$ cat src/rtl/ring_uart_tx.sv
// ring_uart_tx: drains a ring buffer read port onto an async serial line.
// Define TX_PARITY_EN to insert an even-parity bit after the data bits.
module ring_uart_tx #(
  parameter int WordSize     = 8,
  parameter int ClocksPerBit = 16,
  parameter int RetryDelay   = 4
) (
  input  logic                clk,
  input  logic                reset,
  input  logic                txEnable,
  output logic                dataReadEnable,
  input  logic                dataReadAck,
  input  logic [WordSize-1:0] dataRead,
  output logic                txd,
  output logic                busy,
  output logic [15:0]         frameCount
);

  localparam int CntMax =
    (ClocksPerBit > RetryDelay) ? ClocksPerBit : RetryDelay;
  localparam int CW = (CntMax > 1) ? $clog2(CntMax) : 1;
  localparam int BW = (WordSize > 1) ? $clog2(WordSize) : 1;

  localparam logic [CW-1:0] BitLoad   = CW'(ClocksPerBit - 1);
  localparam logic [CW-1:0] RetryLoad = CW'(RetryDelay - 1);
  localparam logic [BW-1:0] BitsLoad  = BW'(WordSize - 1);

`ifdef TX_PARITY_EN
  typedef enum logic [2:0] {
    IDLE, REQ, WAIT, BACKOFF, START, DATA, PARITY, STOP
  } state_t;
  localparam state_t AfterData = PARITY;
`else
  typedef enum logic [2:0] {
    IDLE, REQ, WAIT, BACKOFF, START, DATA, STOP
  } state_t;
  localparam state_t AfterData = STOP;
`endif

  state_t              state, state_n;
  logic [CW-1:0]       cnt;
  logic [BW-1:0]       bitcnt;
  logic [WordSize-1:0] shreg;
  logic                cnt_done;
`ifdef TX_PARITY_EN
  logic                par_q;
`endif

  assign cnt_done = (cnt == '0);

  always_comb begin
    state_n        = state;
    dataReadEnable = 1'b0;
    busy           = 1'b0;
    txd            = 1'b1;
    unique case (state)
      IDLE: begin
        if (txEnable) state_n = REQ;
      end
      REQ: begin
        dataReadEnable = 1'b1;
        busy           = 1'b1;
        state_n        = WAIT;
      end
      WAIT: begin
        busy    = 1'b1;
        state_n = dataReadAck ? START : BACKOFF;
      end
      BACKOFF: begin
        if (cnt_done) state_n = txEnable ? REQ : IDLE;
      end
      START: begin
        busy = 1'b1;
        txd  = 1'b0;
        if (cnt_done) state_n = DATA;
      end
      DATA: begin
        busy = 1'b1;
        txd  = shreg[0];
        if (cnt_done && bitcnt == '0) state_n = AfterData;
      end
`ifdef TX_PARITY_EN
      PARITY: begin
        busy = 1'b1;
        txd  = par_q;
        if (cnt_done) state_n = STOP;
      end
`endif
      STOP: begin
        busy = 1'b1;
        if (cnt_done) state_n = txEnable ? REQ : IDLE;
      end
      default: state_n = IDLE;
    endcase
  end

  // Divider reloads on every state entry and at every bit boundary.
  always_ff @(posedge clk) begin
    if (reset) begin
      state      <= IDLE;
      cnt        <= '0;
      bitcnt     <= '0;
      shreg      <= '0;
      frameCount <= '0;
`ifdef TX_PARITY_EN
      par_q      <= 1'b0;
`endif
    end else begin
      state <= state_n;
      if (state_n != state || cnt_done)
        cnt <= (state_n == BACKOFF) ? RetryLoad : BitLoad;
      else
        cnt <= cnt - CW'(1);
      if (state_n == DATA && state != DATA)
        bitcnt <= BitsLoad;
      else if (state == DATA && cnt_done)
        bitcnt <= bitcnt - BW'(1);
      if (state == WAIT && dataReadAck) begin
        shreg <= dataRead;
`ifdef TX_PARITY_EN
        par_q <= ^dataRead;
`endif
      end else if (state == DATA && cnt_done) begin
        shreg <= shreg >> 1;
      end
      if (state == STOP && cnt_done)
        frameCount <= frameCount + 16'd1;
    end
  end

endmodule

$ cat config.mk
export PLATFORM = sky130hd
export DESIGN_NAME = ring_uart_tx
export DESIGN_NICKNAME = d
export VERILOG_FILES = /design/src/rtl/ring_uart_tx.sv
export SDC_FILE = /design/constraint.sdc
export NUM_CORES = 1
export LEC_CHECK = 0
export BUFFER_PORTS_ARGS = -buffer_cell sky130_fd_sc_hd__clkbuf_2
export CORE_MARGIN = 3
export CORE_UTILIZATION = 59
export DETAILED_ROUTE_END_ITERATION = 10
export PLACE_DENSITY = 0.84
export RECOVER_POWER = 25
export SLEW_MARGIN = 20
export SYNTH_ARGS = -nofsm -noshare
export SYNTH_HDL_FRONTEND = slang
export SYNTH_SLANG_ARGS = --single-unit
$ cat constraint.sdc
create_clock -name clk -period 6.07 [get_ports clk]
set_input_delay 1.214 -clock clk [delete_from_list [all_inputs] [get_ports clk]]
set_output_delay 1.214 -clock clk [all_outputs]
set_load 0.005 [all_outputs]
==> out/results.ini <==
[status]
status = completed

[yosys]
post_synth_edffs = 0
post_synth_fa_ha_maj_area_fraction_pct = 2.96
synth_top_family_by_area = simple AND/OR/NAND/NOR gates
synth_compound_area_share_pct = 13.1
cells_after_synth = 206
dominantRegCellSynth = dfxtp_1
ys_async_sr_fraction_pct = 0
ys_top_cells_by_area = dfxtp_1 40%, nor2_1 6.0%, a21oi_1 5.3%
mean_area_per_synthesized_cell_sq_um = 8.21
synth-warning-count = 0
yosys.cell_types.count = 39
synth.ff_latch_count = 34
synth-simple-area-share_pct = 31.4
yosysSeqAreaShare_pct = 40.2
syn-cell-area_sq_um = 1690
postSynthNetCount = 222
synth_largest_type_area_fraction_pct = 40.2
library_cell_with_the_largest_summed_area_after_synthesis = dfxtp_1
synth-xor-area-share_pct = 5.70
synth_mux_area_share_pct = 0.888

[power_and_ir_drop]
power-per-cell-area_nw_per_um2 = 228
power_leakage_uw = 0.000720
power.ir.vdd_worst_mv = 0.212

[floorplanning]
initial_util_pct = 65.3
placement_rows = 18
area_of_the_die_sq_um = 3550
core_sq_um = 2590
ios = 31
die_height_microns = 59.5
die_width_microns = 59.5

[clock_tree]
cts_tree = built
hold_buffers = 0
htreeDepth = 2
cts_inserted_buffers = 5
clockBufferDepth = 2
clk-insertion-delay-late_ps = 340
cts.sink_count = 34
number_of_setup_buffers_added_after_cts = 0
clkSlewWorstSetupHoldPaths_ps = 100
post_cts_resize_count = 0
cts_root_buffer = clkbuf_4

[setup_path]
crit_cells = 3
timing.critical_path.cells = nor2b_1 > nand2_1 > clkbuf_2
critPathTopFamily = flip-flops
worstPathArrival_ps = 1460
critical_path.startpoint_type = register
timing.rr.start = cnt[0]
worstSetupEndpointType = output port
crit_path_max_incr_delay_ps = 600
worst-endpoint-required_ps = 4860
timing.reg2reg.setup_slack_ps = 3630
cp_slowest_cell = dfxtp_1
crit_path_start = state[2]
r2r_cells = 6
regToRegEndpoint = frameCount[15]
timing.setup.critical_path_class = reg -> out
wp_buf_inv = 1
cp_max_fo = 15
endpoint_of_the_most_critical_setup_path = txd

[sta]
finClkSkew_ps = 8.41
final.period_utilization_pct = 44.1
setup-violations-final = 0
period_minus_slack_ps = 2680
finalHoldViolCount = 0
maxSlewViolCount = 0
whs_ps = 466
max_clock_freq_mhz = 373
grt_setup_unrepaired = false
timing.setup.tns_ps = 0
max_slew_margin_pct = 7.03
worst-slew-pin-transition_ps = 1390

[placed_design]
placement.cell_area_sq_um = 1820
total_of_buffers_placed_on_input_and_output_ports = 30
routabilityCongestion = 0.802
hpwl_dp_mm = 2.55

[drt]
drt_iter0_markers = 101
detail-route-antenna-nets = 0
drcViolationCount = 0
vias_per_cell = 5.92
detail_route.first_pass.iterations = 4
vias = 1552
wirelength_mm = 3.57
routedWlPerCell_microns = 13.6

[finish]
multi_input_comb_area_sq_um = 908
diodes = 0
final_design_area_no_fill_sq_um = 1870
final_layout_size_suffix_gt1_share_pct = 17.7
regArea_sq_um = 681
layout.filler_cells = 213
syn2layout_area_growth_pct = 10.7
nNetsFinal = 247

[global_route]
grt_util_all_layers_pct = 22.8
grt_antenna_before_repair = 0
grt_ovf = 0
grt_max_degree = 35
first_global_vias = 1425
grt_pass1_wl_mm = 6.15

[run]
drv_cap = 0

[worst_hold_path]
hold_path_class = reg -> reg

synthesized netlist by cell type (2+ instances only):
| master | instances |
|---|---|
| a211oi_1 | 2 |
| a21oi_1 | 18 |
| a311oi_1 | 2 |
| and2_1 | 2 |
| and3_1 | 2 |
| buf_6 | 2 |
| clkbuf_1 | 10 |
| dfxtp_1 | 34 |
| ha_1 | 4 |
| inv_1 | 10 |
| nand2_1 | 13 |
| nand3_1 | 8 |
| nand3b_1 | 2 |
| nand4_1 | 4 |
| nor2_1 | 27 |
| nor2b_1 | 3 |
| nor3_1 | 9 |
| nor3b_1 | 2 |
| nor4_1 | 9 |
| o21ai_0 | 7 |
| o31ai_1 | 3 |
| or3_1 | 4 |
| or4_1 | 3 |
| or4_4 | 2 |
| xnor2_1 | 6 |
| xor2_1 | 5 |
through the flow:
step                util, %  worst slack (ps)  power, uW  instances
detailed placement     70.2              3670        301        254
floorplan                 -              3720        288        206
CTS                    72.6              3390        430        262
global route           72.3              3240        449        262
finish                 72.3              3390        426        262
global placement       70.2              3750        297        254
worst register-to-register path, stage by stage (launching register included):
cell     delay (ps)
dfxtp_1         340
inv_1            70
ha_1            230
or3b_1          490
or3_4           470
or4_4           440
mux2_4          300
cell usage in the layout, fill, tap and decap left out, types with 2 or more instances in the layout:
cell      netlist  routed
xnor2_1         6       6
or4_1           3       3
nand3_1         8       8
a311oi_1        2       2
nor4_1          9       9
and2_1          2       2
clkbuf_4        0       5
nand2_1        13      13
or4_4           2       2
clkbuf_2        0      29
and3_1          2       2
nor2_1         27      27
clkbuf_1       10       2
nor2b_1         3       3
nor3b_1         2       3
nand3b_1        2       2
nor3_1          9       9
o21ai_0         7       7
nand4_1         4       4
a21oi_1        18      18
ha_1            4       4
dfxtp_1        34      34
o31ai_1         3       3
xor2_1          5       5
or3_1           4       4
inv_1          10      10
a211oi_1        2       2
metal layers:
metal	vias up	GRT usage [%]	part of all wire (%)
li1	787	-	-
met1	716	29.5	46
met2	40	35.7	47
met3	9	7.63	5.7
met4	0	7.59	1.4
met5	-	0	0
sequential cells by signal, indices dropped and copies added, names as in the netlist:
register / flops
state: 3
frameCount: 16
cnt: 4
bitcnt: 3
shreg: 8
cell families after synthesis:
group,after synthesis
compound gates,37
xor+xnor,11
fa+ha+maj,4
buf+inv,22
flops,34
mux,1
simple gates,97
power breakdown:
group          internal (uW)  total, uW  switching, uW
Sequential               232        246           13.4
Clock                   56.1        131           74.7
Combinational           23.2       49.9           26.7
worst min-delay path by stage:
| stage | from | slack (ps) | cells after the start | end |
|---|---|---|---|---|
| 4_1_cts | bitcnt[0] | 470 | 1 | bitcnt[0] |
| 3_5_place_dp | bitcnt[0] | 450 | 1 | bitcnt[0] |
| 6_report | shreg[2] | 470 | 2 | shreg[2] |
| 2_1_floorplan | cnt[0] | 430 | 1 | cnt[0] |
| 3_3_place_gp | cnt[0] | 440 | 1 | cnt[0] |
| 5_1_grt | shreg[2] | 490 | 2 | shreg[2] |
cell type report:
| class | count | share of cell area (%) |
|---|---|---|
| clock buffer | 7 | 2.94 |
| clock inverter | 1 | 0.267 |
| inverter | 10 | 2.00 |
| multi-input combinational | 150 | 48.5 |
| sequential | 34 | 36.3 |
| tap | 30 | 2.00 |
| timing repair buffer | 30 | 7.95 |
Power figures use the tool's default switching activity.
